==> src/rtl/mem_pkg.sv <==
// Shared encodings, FSM states and access-size helpers for the memory-stage load/store unit.
package mem_pkg;

   localparam logic [5:0] OP_LB  = 6'b001011;
   localparam logic [5:0] OP_LH  = 6'b001100;
   localparam logic [5:0] OP_LW  = 6'b001101;
   localparam logic [5:0] OP_LBU = 6'b001110;
   localparam logic [5:0] OP_LHU = 6'b001111;
   localparam logic [5:0] OP_SB  = 6'b010000;
   localparam logic [5:0] OP_SH  = 6'b010001;
   localparam logic [5:0] OP_SW  = 6'b010010;

   typedef enum logic [1:0] {IDLE = 2'd0, REQ = 2'd1, WAIT = 2'd2} state_t;
   typedef enum logic [1:0] {SZ_BYTE = 2'd0, SZ_HALF = 2'd1, SZ_WORD = 2'd2} size_t;

   function automatic logic is_load(input logic [5:0] sel);
      return sel inside {OP_LB, OP_LH, OP_LW, OP_LBU, OP_LHU};
   endfunction

   function automatic logic is_store(input logic [5:0] sel);
      return sel inside {OP_SB, OP_SH, OP_SW};
   endfunction

   function automatic size_t access_size(input logic [5:0] sel);
      case (sel)
         OP_LB, OP_LBU, OP_SB: return SZ_BYTE;
         OP_LH, OP_LHU, OP_SH: return SZ_HALF;
         default:              return SZ_WORD;
      endcase
   endfunction

   function automatic logic is_misaligned(input size_t sz, input logic [1:0] lo);
      return ((sz == SZ_HALF) && lo[0]) || ((sz == SZ_WORD) && (lo != 2'b00));
   endfunction

endpackage

==> src/rtl/mem_lane_align.sv <==
// Byte-lane steering: store byte enables / replicated data and right-aligned load extraction.
// Purely combinational (0 cycles); no backpressure of its own.
module mem_lane_align
   import mem_pkg::*;
(
   input  size_t       size,
   input  logic [1:0]  addrLo,
   input  logic        isStore,
   input  logic [31:0] storeData,
   input  logic [31:0] rdata,
   output logic [3:0]  be,
   output logic [31:0] wdata,
   output logic [31:0] loadData
);

   always_comb begin
      be       = 4'b1111;
      wdata    = storeData;
      loadData = rdata;
      case (size)
         SZ_BYTE: begin
            be       = 4'b0001 << addrLo;
            wdata    = {4{storeData[7:0]}};
            loadData = (rdata >> {addrLo, 3'b000}) & 32'h0000_00FF;
         end
         SZ_HALF: begin
            be       = 4'b0011 << addrLo;
            wdata    = {2{storeData[15:0]}};
            loadData = (rdata >> {addrLo[1], 4'b0000}) & 32'h0000_FFFF;
         end
         default: ;
      endcase
      // Loads always fetch the whole word; extraction happens on the way back.
      if (!isStore) be = 4'b1111;
   end

endmodule

==> src/rtl/mem_access_unit.sv <==
// Memory-stage load/store unit: issues req/gnt/rvalid transactions and registers the writeback slot.
// Latency 1 cycle for non-memory/faulting ops, 2+ for stores, 3+ for loads; stalls the pipe while busy.
module mem_access_unit
   import mem_pkg::*;
#(
   parameter int TIMEOUT_CYCLES = 64,
   parameter int ADDR_W         = 32
)(
   input  logic              clk,
   input  logic              reset,
   input  logic              flush,
   input  logic              in_valid,
   input  logic              in_memRead,
   input  logic              in_memWrite,
   input  logic [5:0]        in_aluSelect,
   input  logic [ADDR_W-1:0] in_address,
   input  logic [31:0]       in_storeData,
   input  logic [4:0]        in_rd,
   input  logic              in_regWrite,
   output logic              stall,
   output logic              dmem_req,
   output logic              dmem_we,
   output logic [ADDR_W-1:0] dmem_addr,
   output logic [31:0]       dmem_wdata,
   output logic [3:0]        dmem_be,
   input  logic              dmem_gnt,
   input  logic              dmem_rvalid,
   input  logic [31:0]       dmem_rdata,
   output logic              wb_valid,
   output logic [31:0]       wb_data,
   output logic [4:0]        wb_rd,
   output logic              wb_regWrite,
   output logic [5:0]        wb_aluSelect,
   output logic              wb_misaligned,
   output logic              wb_busErr
);

   localparam int CNT_W = $clog2(TIMEOUT_CYCLES + 1);
   localparam logic [CNT_W-1:0] CNT_LAST = CNT_W'(TIMEOUT_CYCLES - 1);

   state_t            state, stateNext;
   logic [5:0]        opReg;
   logic [ADDR_W-1:0] addrReg;
   logic [4:0]        rdReg;
   logic              regWriteReg, weReg, discard;
   logic [3:0]        beReg;
   logic [31:0]       wdataReg;
   logic [CNT_W-1:0]  count;

   logic        isMem, inMis, accept, storeDone, loadDone, timeOut, cntClr, cntInc, discardSet, kill;
   size_t       inSize, laneSize;
   logic [1:0]  laneLo;
   logic [3:0]  laneBe;
   logic [31:0] laneWdata, laneLoad;

   assign isMem  = in_memRead | in_memWrite;
   assign inSize = access_size(in_aluSelect);
   assign inMis  = is_misaligned(inSize, in_address[1:0]);

   // One aligner serves the request path in IDLE and the response path afterwards.
   assign laneSize = (state == IDLE) ? inSize : access_size(opReg);
   assign laneLo   = (state == IDLE) ? in_address[1:0] : addrReg[1:0];

   mem_lane_align u_align (
      .size      (laneSize),
      .addrLo    (laneLo),
      .isStore   (in_memWrite),
      .storeData (in_storeData),
      .rdata     (dmem_rdata),
      .be        (laneBe),
      .wdata     (laneWdata),
      .loadData  (laneLoad)
   );

   always_ff @(posedge clk) begin
      if (reset) state <= IDLE;
      else       state <= stateNext;
   end

   always_comb begin
      stateNext  = state;
      stall      = (state != IDLE);
      accept     = 1'b0;
      storeDone  = 1'b0;
      loadDone   = 1'b0;
      timeOut    = 1'b0;
      cntClr     = 1'b0;
      cntInc     = 1'b0;
      discardSet = 1'b0;
      case (state)
         IDLE: begin
            if (in_valid && !flush && isMem && !inMis) begin
               accept    = 1'b1;
               stall     = 1'b1;
               stateNext = REQ;
            end
         end
         REQ: begin
            if (dmem_gnt) begin
               discardSet = flush;
               if (weReg) begin
                  storeDone = 1'b1;
                  stateNext = IDLE;
               end else begin
                  cntClr    = 1'b1;
                  stateNext = WAIT;
               end
            end else if (flush) begin
               stateNext = IDLE;
            end
         end
         WAIT: begin
            discardSet = flush;
            if (dmem_rvalid) begin
               loadDone  = 1'b1;
               stateNext = IDLE;
            end else if (count == CNT_LAST) begin
               timeOut   = 1'b1;
               stateNext = IDLE;
            end else begin
               cntInc = 1'b1;
            end
         end
         default: stateNext = IDLE;
      endcase
   end

   // A flush seen during or before completion suppresses the writeback of that op.
   assign kill = discard | discardSet;

   always_ff @(posedge clk) begin
      if (reset) begin
         opReg <= '0; addrReg <= '0; rdReg <= '0; regWriteReg <= 1'b0; weReg <= 1'b0;
         beReg <= '0; wdataReg <= '0; count <= '0; discard <= 1'b0;
         wb_valid <= 1'b0; wb_data <= '0; wb_rd <= '0; wb_regWrite <= 1'b0;
         wb_aluSelect <= '0; wb_misaligned <= 1'b0; wb_busErr <= 1'b0;
      end else begin
         wb_valid <= 1'b0; wb_data <= '0; wb_rd <= '0; wb_regWrite <= 1'b0;
         wb_aluSelect <= '0; wb_misaligned <= 1'b0; wb_busErr <= 1'b0;

         if (state == IDLE && in_valid && !flush) begin
            if (!isMem || inMis) begin
               wb_valid      <= 1'b1;
               wb_data       <= 32'(in_address);
               wb_rd         <= in_rd;
               wb_aluSelect  <= in_aluSelect;
               wb_regWrite   <= !isMem && in_regWrite;
               wb_misaligned <= isMem;
            end
         end
         if (accept) begin
            opReg       <= in_aluSelect;
            addrReg     <= in_address;
            rdReg       <= in_rd;
            regWriteReg <= in_regWrite;
            weReg       <= in_memWrite;
            beReg       <= laneBe;
            wdataReg    <= laneWdata;
         end
         if ((storeDone || loadDone || timeOut) && !kill) begin
            wb_valid     <= 1'b1;
            wb_rd        <= rdReg;
            wb_aluSelect <= opReg;
            wb_regWrite  <= regWriteReg && !timeOut;
            wb_busErr    <= timeOut;
            wb_data      <= loadDone ? laneLoad : (storeDone ? 32'(addrReg) : 32'h0);
         end

         if (cntClr)      count <= '0;
         else if (cntInc) count <= count + 1'b1;

         if (stateNext == IDLE) discard <= 1'b0;
         else if (discardSet)   discard <= 1'b1;
      end
   end

   assign dmem_req   = (state == REQ);
   assign dmem_we    = dmem_req & weReg;
   assign dmem_addr  = dmem_req ? {addrReg[ADDR_W-1:2], 2'b00} : '0;
   assign dmem_be    = dmem_req ? beReg : 4'b0000;
   assign dmem_wdata = dmem_req ? wdataReg : 32'h0;

endmodule
==> config.mk <==
export PLATFORM = sky130hd
export DESIGN_NAME = mem_access_unit
export DESIGN_NICKNAME = d
export VERILOG_FILES = /design/src/rtl/mem_pkg.sv /design/src/rtl/mem_lane_align.sv /design/src/rtl/mem_access_unit.sv
export SDC_FILE = /design/constraint.sdc
export NUM_CORES = 1
export LEC_CHECK = 0
export CORE_MARGIN = 8
export CORE_UTILIZATION = 41
export CTS_CLUSTER_DIAMETER = 30
export DETAILED_ROUTE_END_ITERATION = 6
export PLACE_DENSITY = 0.76
export SETUP_SLACK_MARGIN = 0.15
export SLEW_MARGIN = 30
export SYNTH_ARGS = -nofsm -noshare
export SYNTH_HDL_FRONTEND = slang
export SYNTH_SLANG_ARGS = --single-unit
export TNS_END_PERCENT = 30
==> constraint.sdc <==
create_clock -name clk -period 2.6 [get_ports clk]
set_clock_uncertainty 0.15 [all_clocks]
set_input_delay 0.65 -clock clk [delete_from_list [all_inputs] [get_ports clk]]
set_output_delay 0.65 -clock clk [all_outputs]
set_load 0.05 [all_outputs]
### Yosys cells after proc, flatten, opt, wreduce, memory -nomap -nowiden

Cells that the tools add are included.

| cells by class | value |
|---|---|
| shifts and indexed selects | 4 |
| reductions and logical operators | 32 |
| eq/ne operators | 18 |
| muxes and demuxes | 55 |
| bitwise logic cells | 6 |
| add/sub/neg operators | 1 |

Operators by type and width:

| kind | number |
|---|---|
| $mux W32 | 7 |
| $pmux W32 S2 | 2 |
| $eq A6 B4 Y1 const B | 8 |
| $shr A32 B5 Y16 | 1 |
| $shr A32 B5 Y8 | 1 |
| $mux W1 | 25 |
| $eq A6 B5 Y1 const B | 4 |
| $mux W6 | 3 |
| $mux W2 | 8 |
| $mux W5 | 3 |
| $reduce_or A3 Y1 | 5 |
| $logic_and A1 B1 Y1 | 10 |
| $mux W4 | 2 |
| $pmux W2 S2 | 2 |
| $pmux W4 S2 | 1 |
| $add A7 B1 Y7 const B | 1 |
| $eq A7 B6 Y1 const B | 1 |
| $eq A2 B1 Y1 const B | 3 |
| $logic_not A2 Y1 | 3 |
| $pmux W2 S3 | 1 |
| $reduce_or A2 Y1 | 3 |
| $logic_not A1 Y1 | 5 |
| $eq A2 B2 Y1 const B | 2 |
| $logic_or A1 B1 Y1 | 4 |
| 7 further kinds | 11 |

| storage, ports and cells | value |
|---|---|
| word-level logic and storage cells | 133 |
| register bits | 138 |
| output and inout bits | 118 |
| bits of input ports | 116 |

### Depth between registers and ports, before layout

| depth | value |
|---|---|
| depth after elaboration | 12 |
| gate-level depth with buffers | 11 |
| mapped depth without buffers | 8 |

### Modules after synthesis

Synthesis repeated with hierarchy kept, for this count alone.

| second synthesis, totals | value |
|---|---|
| cells, all modules | 870 |
| area total of the unflattened synthesis | 7313.3 µm² |

Modules (own cells, without submodules):

| module | cells an instance | instances | seq. area each (µm²) | area an instance (µm²) |
|---|---|---|---|---|
| mem_access_unit | 703 | 1 | 2762.6 | 6172.2 |
| mem_lane_align | 167 | 1 | 0.0 | 1141.1 |

### Worst setup path before layout

OpenSTA, ideal clock, no wires.

| path | value |
|---|---|
| path type | in2out |
| start point | input port in_address[0] |
| end point | output port stall |
| stages on the path | 4 |
| required time | 1800 ps |
| setup slack | -937 ps |
| buffers on the path | 0 |
| data arrival time | 2737 ps |
| cell sequence | or4b_2 > o221ai_2 > nor3_1 > o21ai_0 |

| on the way | value |
|---|---|
| cells in the longest elaborated chain, start to end | 7 |
| elaborated cells on any way between the ends | 8 |
| those cells by class | mux: 2; reduce/logical: 6 |

RTL lines:

| element | line | text |
|---|---|---|
| start: declaration | mem_access_unit.sv:16 | `input logic [ADDR_W-1:0] in_address,` |
| $reduce_bool A2 Y1 | mem_pkg.sv:33 | `return ((sz == SZ_HALF) && lo[0]) \|\| ((sz == SZ_WORD) && (lo != 2'b00));` |
| $logic_and A1 B1 Y1 | mem_pkg.sv:33 |  |
| $logic_or A1 B1 Y1 (*) | mem_pkg.sv:33 |  |
| $logic_not A1 Y1 (*) | mem_access_unit.sv:92 | `if (in_valid && !flush && isMem && !inMis) begin` |
| $logic_and A1 B1 Y1 (*) | mem_access_unit.sv:92 |  |
| $mux W1 (*) | mem_access_unit.sv:92 |  |
| $mux W1 (*) | mem_access_unit.sv:90 | `case (state)` |
| end: declaration | mem_access_unit.sv:20 | `output logic stall,` |

Every way passes the cells marked *; elsewhere a longest branch is shown, timed or not.

### Final worst setup path

| path | value |
|---|---|
| start point | input port in_aluSelect[3] |
| end point | register wdataReg[28] |

| on the way | value |
|---|---|
| cells in the longest elaborated chain, start to end | 10 |
| elaborated cells on any way between the ends | 22 |
| those cells by class | eq/ne: 9; mux: 5; reduce/logical: 8 |

RTL lines:

| element | line | text |
|---|---|---|
| start: declaration | mem_access_unit.sv:15 | `input logic [5:0] in_aluSelect,` |
| $eq A6 B4 Y1 or $eq A6 B5 Y1 (tied branches) | mem_pkg.sv:25 | `case (sel)` |
| $reduce_or A3 Y1 | mem_pkg.sv:25 |  |
| $pmux W2 S2 (*) | mem_pkg.sv:25 |  |
| $eq A2 B1 Y1 or $eq A2 B2 Y1 (tied branches) | mem_pkg.sv:33 |  |
| $logic_and A1 B1 Y1 | mem_pkg.sv:33 |  |
| $logic_or A1 B1 Y1 | mem_pkg.sv:33 |  |
| $logic_not A1 Y1 | mem_access_unit.sv:92 |  |
| $logic_and A1 B1 Y1 | mem_access_unit.sv:92 |  |
| $mux W1 | mem_access_unit.sv:92 |  |
| $mux W1 | mem_access_unit.sv:90 |  |
| end signal: assignment | mem_access_unit.sv:158 | `wdataReg <= laneWdata;` |
| end: declaration | mem_access_unit.sv:47 | `logic [31:0] wdataReg;` |

Marks and branches as above.
A chain may end at the register's enable or synchronous reset.

==> reports/summary.txt <==
TritonCTS buffer count: 17
Worst Tran Pin Value: 0.988 ns
1st-iter DRT viols: 710
maximum clock path buffer count: 2
Die ar.: 21000 sq um
Cells after Synth: 857
Pint: 4.10 mW
sequential share of power: 38.8%
FF+latch count, synth: 138
Async SR Flop Fraction: 0%
WP data arrival: 3.10 ns
Setup Crit Path Kind: input pin to flip-flop
IO Port Bufs: 231
Core Region: 16400 sq um
CTS tree: built
Placed Area: 10600 sq um
PnR worst setup slack: -0.335 ns
Post-synth EDFFs: 0
Crit path largest cell delay: 0.59 ns
initial antenna violation count: 1
Worst IR Drop VDD: 488 uV
die width: 145 um
detailed-route wire length per cell: 24.1 um
grt total ovfl: 0
iteration count of the initial detailed-routing pass: 5
crit start category: input pin
Tcrit/Tclk final: 113%
Remaining DRCs: 0
Min Clock Period, post-route: 2.94 ns
metal2 WL: 16400 um
share of layout cells above drive strength 1: 44.9%
io pins: 234
Sw Share: 28.5%
detailed-route vias per instance: 5.90
part of the power in the clock network: 41.5%
worst-path fanout max: 7
# nets final: 1288
Yosys cell types: 62
DR vias: 8268
GPL Wtd Cong: 0.892
Setup crit end kind: flip-flop
Seq/Total Area, Yosys: 40.6%
setup violators final: 113
outcome: finished, violations left
htree depth: 4
failing checks: setup timing
area leader, netlist: dfxtp_1
vias in the first global route: 8358
Tot GR Track Use: 29.0%
unrepaired setup endpoints after global routing: yes
Area Growth Syn to Fin: 93.9%
switching pwr: 1.63 mW
WL met1: 12500 um
Final Hold Vio Count: 0
WP data required: 2.76 ns
Leak: 5.11 nW
Die Y-Extent: 145 um
FP Rows: 47
HP Class: flip-flop to flip-flop
Achievable Freq: 341 MHz
Placed Cells: 1319
Power Total: 5.73 mW
Pins Over Slew Limit: 0
critical path cell sequence: buf_8 -> or4b_4 -> o221ai_4 -> buf_6 -> buf_6 -> buf_6 -> buf_6 -> o32ai_4 -> buf_6 -> nor2_4 -> buf_12 -> buf_6 -> buf_16 -> nor2_4 -> a311oi_2
Clk pin slew, worst setup/hold paths: 0.06 ns
Pwr Density: 433 nW/um^2
Total Wirelength: 33800 um
Max-cap violations: 0
pre-CTS setup slack: -0.739 ns
Initial Util: 41.5%
Final Cell Area: 13200 sq um
Final ANT Viol Nets: 0
Logic pwr share: 19.7%
met3 routed WL: 3340 um
Syn Area/Cell: 7.95 sq um
Root Buffer: clkbuf_16
synth top area cells: dfxtp_1 41%, nand2_1 11%, and2_1 6.9%, a21oi_1 5.0%, a22oi_1 3.3%
Cell Count, Final, Fillers Out: 1401
most frequent CP cell: buf_6
Most used DFF post-synth: dfxtp_1
highest routed metal layer: met4
synthesized cell area: 6810 sq um
Yosys Warn Count: 0
Final Core Density: 80.5%
critical path's slowest cell: or4b_4
Hold WS: 0.310 ns
Setup TNS: -19.59 ns
Slew HR: 34.2%
first-pass GRT wire length: 46300 um
area share of the largest cell type after synthesis: 40.6%
Clock Sinks: 138
Hold Buf Count CTS: 0
clock latency at the later pin of the worst-skew pair: 0.43 ns
largest net degree at the start of global routing: 58
HPWL after DPL: 19500 um
## sequential cells by signal, indices dropped and copies added (netlist names), 4 cells and up
signal        count
wb_aluSelect      6
wdataReg         32
count             7
rdReg             5
opReg             6
wb_data          32
addrReg          32
wb_rd             5
beReg             4
## logic make-up (layout without fill, tap and decap cells)
family | after synthesis | after routing | share of synthesized area [%]
simple gates | 376 | 376 | 26.1
compound gates | 234 | 234 | 22.7
flops | 138 | 138 | 40.6
buf+inv | 74 | 396 | 5.42
mux | 24 | 24 | 3.56
fa+ha+maj | 5 | 5 | 0.918
xor+xnor | 5 | 5 | 0.643
other cells | 1 | 3 | 0.0551
## power by group through the flow
stage                     combinational [mW]  sequential, mW  clock (mW)
after floorplan                        0.323            2.31           0
after global placement                 0.817            2.25           0
after detailed placement               0.827            2.25           0
after CTS                              0.966            2.21        2.36
after global routing                    1.17            2.22        2.48
final                                   1.13            2.22        2.38
## worst paths after layout
kind,start,endpoint,cells past startpoint,slack [ns]
worst min-delay path,wdataReg[6],wdataReg[6],2,0.31
worst max register to register,state[0],wdataReg[30],10,-0.04
worst max-delay path,in_aluSelect[3],wdataReg[28],15,-0.34
worst min register to register,wdataReg[6],wdataReg[6],2,0.31
## per-layer routing
metal  global-route usage, %  up-vias
met5                       0        -
met4                    12.6        0
met1                    33.2     3982
met3                    8.73      129
met2                    49.0      534
li1                        -     3623
## cell usage after synthesis, drive strengths merged, types with 3 or more instances
master,number
nand2,195
dfxtp,138
and2,75
a21oi,68
nor2,58
o21ai,50
clkbuf,42
a22oi,30
buf,28
mux2i,22
a211oi,19
a22o,19
a311oi,16
nand3,10
a31oi,8
o221ai,8
nor3,6
ha,5
inv,4
nand2b,4
nor4b,4
or2,4
a21boi,3
nand4,3
nand4b,3
xor2,3
## repair_timing
item | in CTS | in global routing
pin swaps | 81 | 139
gates resized for setup | 183 | 240
endpoints found under the setup margin | 195 | 195
cloned | 12 | 5
buffers inserted | 25 | 7
## cell usage in the layout, fill, tap and decap left out, types with 25 or more instances in the layout
cell type	instances
clkdlybuf4s50_1	153
dfxtp_1	137
nand2_1	110
buf_12	88
buf_4	68
nand2_4	51
and2_4	51
a21oi_2	44
nor2_1	34
nand2_2	34
buf_6	25
## critical path: cells and delay by family
kind | cells | cell delay [ns]
buffers and inverters | 9 | 1.03
AND/OR/NAND/NOR | 3 | 0.82
AO/OA/AOI/OAI | 3 | 0.59
## layout make-up
cell class | instances | area, sq um
diodes | 1 | 2.50
clock buffers | 21 | 470
clock inverters | 11 | 95.1
fillers | 903 | 3200
inverters | 4 | 15.0
multi-input cells | 646 | 4940
flip-flops and latches | 138 | 2760
well taps | 220 | 275
repair buffers | 360 | 4640
Power figures use the tool's default switching activity.
==> RTL edit 1 (config.mk and constraints unchanged) <==
Register the output `wb_busErr` once more, without a reset; this adds one clock of latency there. The other outputs are not delayed to match.
--- a/src/rtl/mem_access_unit.sv
+++ b/src/rtl/mem_access_unit.sv
@@ -39,2 +39,4 @@
    localparam logic [CNT_W-1:0] CNT_LAST = CNT_W'(TIMEOUT_CYCLES - 1);
+
+   logic wb_busErr_s0;
 
@@ -135,6 +137,6 @@
          wb_valid <= 1'b0; wb_data <= '0; wb_rd <= '0; wb_regWrite <= 1'b0;
-         wb_aluSelect <= '0; wb_misaligned <= 1'b0; wb_busErr <= 1'b0;
+         wb_aluSelect <= '0; wb_misaligned <= 1'b0; wb_busErr_s0 <= 1'b0;
       end else begin
          wb_valid <= 1'b0; wb_data <= '0; wb_rd <= '0; wb_regWrite <= 1'b0;
-         wb_aluSelect <= '0; wb_misaligned <= 1'b0; wb_busErr <= 1'b0;
+         wb_aluSelect <= '0; wb_misaligned <= 1'b0; wb_busErr_s0 <= 1'b0;
 
@@ -164,3 +166,3 @@
             wb_regWrite  <= regWriteReg && !timeOut;
-            wb_busErr    <= timeOut;
+            wb_busErr_s0 <= timeOut;
             wb_data      <= loadDone ? laneLoad : (storeDone ? 32'(addrReg) : 32'h0);
@@ -182,2 +184,6 @@
 
+   always_ff @(posedge clk) begin
+      wb_busErr <= wb_busErr_s0;
+   end
+
 endmodule
Function: same outputs for any inputs over 4 cycles, from zero or initial values and one cycle with reset high; that may be too few to reach the edited logic, so the function may still have changed.
==> RTL edit 1 against the unedited design <==
- the run still ends with setup timing left
- power up 5.6%
- cell area down 1.1%
- first-iteration DRC count up 9.3%
- register-to-register slack better by 120 ps
- sequential cell count up 1
- non-clock buffer count down 5
- critical path depth down 9
- routed wire length down 4.0%
- worst setup slack better by 98 ps
- synthesized area up 0.29%
- global-route usage down 4.0 points
- clock power up 15%
- worst hold slack worse by 130 ps
- largest power group unchanged
==> RTL edit 1: results (changes against the unedited design) <==
<table>
<tr><th>Metric</th><th>Value</th></tr>
<tr><th colspan="2">Status</th></tr>
<tr><td>Result of the run</td><td>finished, violations left</td></tr>
<tr><td>Violated checks</td><td>setup timing</td></tr>
<tr><th colspan="2">Yosys</th></tr>
<tr><td>Leading cell types by total area after synthesis</td><td>dfxtp_1 41%, nand2_1 11%, and2_1 6.9%</td></tr>
<tr><td>Share of the yosys chip area belonging to registers</td><td>0.407 (+0.00174)</td></tr>
<tr><td>Post-Synth XOR/XNOR Area</td><td>0.00641 (-0.0000188)</td></tr>
<tr><td>Mapped Cells</td><td>858 (+0.12%)</td></tr>
<tr><td>Proportion of synthesized area in mux cells</td><td>0.0355 (-0.000104)</td></tr>
<tr><th colspan="2">Setup path</th></tr>
<tr><td>Signal arrival time at the worst endpoint</td><td>2040 ps (-1060 ps)</td></tr>
<tr><td>Slack of the worst reg-to-reg path</td><td>80 ps (+120 ps)</td></tr>
<tr><td>End point of the critical path</td><td>stall</td></tr>
<tr><td>Length in cells of the worst reg-to-reg path</td><td>9 (-1)</td></tr>
<tr><th colspan="2">Routing</th></tr>
<tr><td>First-pass DRT Iterations</td><td>7 (+2)</td></tr>
<tr><td>DR WL met3</td><td>3070 um (-8.0%)</td></tr>
<tr><td>Total number of vias</td><td>8,172 (-1.2%)</td></tr>
<tr><td>Top sig layer</td><td>met5</td></tr>
<tr><td>Number of DRC violations after detailed-routing iteration 0</td><td>776 (+9.3%)</td></tr>
<tr><th colspan="2">Power</th></tr>
<tr><td>Worst ir drop on vdd</td><td>0.000451 V (-7.7%)</td></tr>
<tr><td>Pint</td><td>0.00448 W (+9.4%)</td></tr>
<tr><th colspan="2">Layout</th></tr>
<tr><td>Antenna diode count</td><td>0 (-1)</td></tr>
<tr><td>Number of nets in the layout</td><td>1,285 (-0.23%)</td></tr>
<tr><th colspan="2">Timing</th></tr>
<tr><td>Minimum setup slack in the final design</td><td>-238 ps (+97.7 ps)</td></tr>
<tr><td>Number of setup violations in the final report</td><td>60 (-47%)</td></tr>
<tr><th colspan="2">GRT</th></tr>
<tr><td>Number of global-route vias before repair</td><td>7,632 (-8.7%)</td></tr>
<tr><td>GR Util met3</td><td>0.0852 (-0.00207)</td></tr>
<tr><th colspan="2">Worst hold path</th></tr>
<tr><td>Hold path start</td><td>wb_busErr_s0</td></tr>
</table>
[RTL edit 1: final cells by class]
class | instances | area (sq um)
clock buffers | 20 | 467
repair buffers | 355 | 4510
clock inverters | 11 | 190
well taps | 220 | 275
inverters | 4 | 15.0
multi-input cells | 647 | 4830
flip-flops and latches | 139 | 2780
fillers | 938 | 3400
[RTL edit 1: cell families (layout without fill, tap and decap cells)]
family | count (synthesis) | after routing
AOI/OAI and AO/OA | 234 | 234
xor gates and xnor gates | 5 | 5
adders and majority gates | 5 | 5
buffers and inverters | 74 | 390
DFF | 139 | 139
muxes | 24 | 24
other | 1 | 2
and+or+nand+nor | 376 | 377
[RTL edit 1: metrics by stage]
step	cells	area [sq um]	hold WS, ps
after floorplan	859	6930	160
after global placement	1329	10700	162
after detailed placement	1329	10700	170
after CTS	1371	11800	184
after global routing	1396	13100	203
final	1396	13100	182
[RTL edit 1: worst max-delay path: cells and delay by family]
kind	cells	cell delay (ps)
compound gates	2	450
buf+inv	2	240
simple gates	2	690
==> RTL edit 2 (config.mk and constraints unchanged) <==
Without the edit above. `TIMEOUT_CYCLES`: 64 -> 256.
--- a/src/rtl/mem_access_unit.sv
+++ b/src/rtl/mem_access_unit.sv
@@ -5,3 +5,3 @@
 #(
-   parameter int TIMEOUT_CYCLES = 64,
+   parameter int TIMEOUT_CYCLES = 256,
    parameter int ADDR_W         = 32
Formal check against the unedited RTL: no difference found for any inputs over 4 cycles, from zero or initial values and one cycle with reset high; that may be too few to reach the edited logic, so the function may still have changed.
==> RTL edit 2 against the unedited design <==
- the flow finishes with violations (DRC, setup timing)
- sequential cell count up 2
- worst setup slack worse by 75 ps
- synthesized area down 1.3%
- worst hold slack worse by 0.85 ps
- cell area down 2.4%
- power up 7.2%
- routed wire length down 8.8%
- critical path type is now in2out
- largest power group unchanged
- highest routed layer unchanged
==> RTL edit 2: results (changes against the unedited design) <==
<table>
<tr><th>Metric</th><th>Value</th></tr>
<tr><th colspan="2">Status</th></tr>
<tr><td>Result of the run</td><td>finished, violations left</td></tr>
<tr><td>Violated checks</td><td>DRC, setup timing</td></tr>
<tr><th colspan="2">Routing</th></tr>
<tr><td>DRC violation count after routing</td><td>2 (+2)</td></tr>
<tr><td>Number of DRC violations after detailed-routing iteration 0</td><td>618 (-13%)</td></tr>
<tr><td>First-pass DRT Iterations</td><td>7 (+2)</td></tr>
<tr><td>Vias per cell</td><td>5.77 (-2.3%)</td></tr>
<tr><td>Post-DR wirelength/cell</td><td>22.8 um (-5.7%)</td></tr>
<tr><th colspan="2">GRT</th></tr>
<tr><td>First-pass GRT wire length</td><td>43,400 um (-6.3%)</td></tr>
<tr><td>Pin count of the biggest net entering global routing</td><td>63 (+8.6%)</td></tr>
<tr><td>Number of global-route vias before repair</td><td>7,765 (-7.1%)</td></tr>
<tr><th colspan="2">Yosys</th></tr>
<tr><td>Adder-cell area share of the yosys netlist</td><td>0.0112 (+0.00198)</td></tr>
<tr><td>Post-Synth XOR/XNOR Area</td><td>0.00652 (+0.0000862)</td></tr>
<tr><td>Average size of a mapped cell</td><td>8.29 sq um (+4.3%)</td></tr>
<tr><td>Proportion of synthesized area in mux cells</td><td>0.0568 (+0.0211)</td></tr>
<tr><td>Leading cell types by total area after synthesis</td><td>dfxtp_1 42%, nand2_1 7.9%, and2_1 6.5%</td></tr>
<tr><th colspan="2">Setup path</th></tr>
<tr><td>Dominant delay contributor by cell family on the critical path</td><td>simple AND/OR/NAND/NOR gates</td></tr>
<tr><td>CP max FO</td><td>3 (-4)</td></tr>
<tr><th colspan="2">Timing</th></tr>
<tr><td>Minimum setup slack in the final design</td><td>-410 ps (-75.0 ps)</td></tr>
<tr><td>Number of setup violations in the final report</td><td>62 (-45%)</td></tr>
<tr><td>Max_slew headroom</td><td>0.509 (+0.167)</td></tr>
<tr><th colspan="2">Place</th></tr>
<tr><td>Placer Congestion</td><td>0.889 (-0.35%)</td></tr>
<tr><td>Placed Instance Area</td><td>0.0107 sq mm (+0.97%)</td></tr>
<tr><td>HPWL reported at the end of detailed placement</td><td>18,500 um (-5.3%)</td></tr>
<tr><td>Number of placed cells counting well taps</td><td>1,276 (-3.3%)</td></tr>
<tr><th colspan="2">Layout</th></tr>
<tr><td>Share of cells above drive strength 1</td><td>0.391 (-0.0585)</td></tr>
<tr><td>Fill cell count</td><td>931 (+3.1%)</td></tr>
<tr><td>Finished Layout Cells</td><td>1,355 (-3.3%)</td></tr>
<tr><th colspan="2">CTS</th></tr>
<tr><td>Total of cells resized after clock tree synthesis</td><td>157 (-14%)</td></tr>
<tr><td>Number of setup buffers added after CTS</td><td>20 (-20%)</td></tr>
</table>
RTL edit 2: cell count changes in the layout (fill, tap and decap cells not counted), sizes merged, moves of 9 or more:
cell,change
a211oi,+19
nor2,-9
a311oi,-15
nand2,-53
a222oi,+16
inv,+18
o21ai,-29
RTL edit 2: power breakdown:
part | switching [W] | leakage [nW] | internal, W
clock | 0.00102 | 0.314 | 0.00174
sequential | 0.0000438 | 1.14 | 0.00221
combinational | 0.000581 | 3.70 | 0.000542
RTL edit 2: cell type report:
cell class                 count  area [sq um]  share of cell area
clock inverter                13           214              0.0166
antenna                        1          2.50            0.000194
timing repair buffer         352          4570               0.355
inverter                      21          78.8             0.00611
clock buffer                  19           443              0.0343
sequential                   140          2810               0.218
multi-input combinational    589          4500               0.349
tap                          220           275              0.0213
RTL edit 2: through the flow:
stage	setup slack [ps]	setup TNS [ps]	hold slack [ps]
after floorplan	-316	-1880	282
after global placement	-714	-72780	290
after detailed placement	-724	-77030	293
after CTS	-479	-4820	306
after global routing	-436	-8010	332
final	-410	-3380	309
RTL edit 2: final timing paths:
| kind | startpoint | end | slack (ps) | cells past startpoint |
|---|---|---|---|---|
| max | in_aluSelect[3] | stall | -410 | 7 |
| min | rdReg[4] | rdReg[4] | 310 | 2 |
| max reg2reg | opReg[2] | wdataReg[29] | -70 | 7 |
| min reg2reg | rdReg[4] | rdReg[4] | 310 | 2 |
RTL edit 2: routing by layer:
metal	track usage	up-vias	part of all wire
li1	-	3499	-
met3	0.0736	97	0.089
met2	0.459	425	0.49
met5	0	-	0
met1	0.311	3795	0.38
met4	0.157	0	0.043
RTL edit 2: tightest hold or removal path, stage by stage (launching register included):
cell     delay [ps]
dfxtp_1         310
nand2_1          70
a21oi_2          40
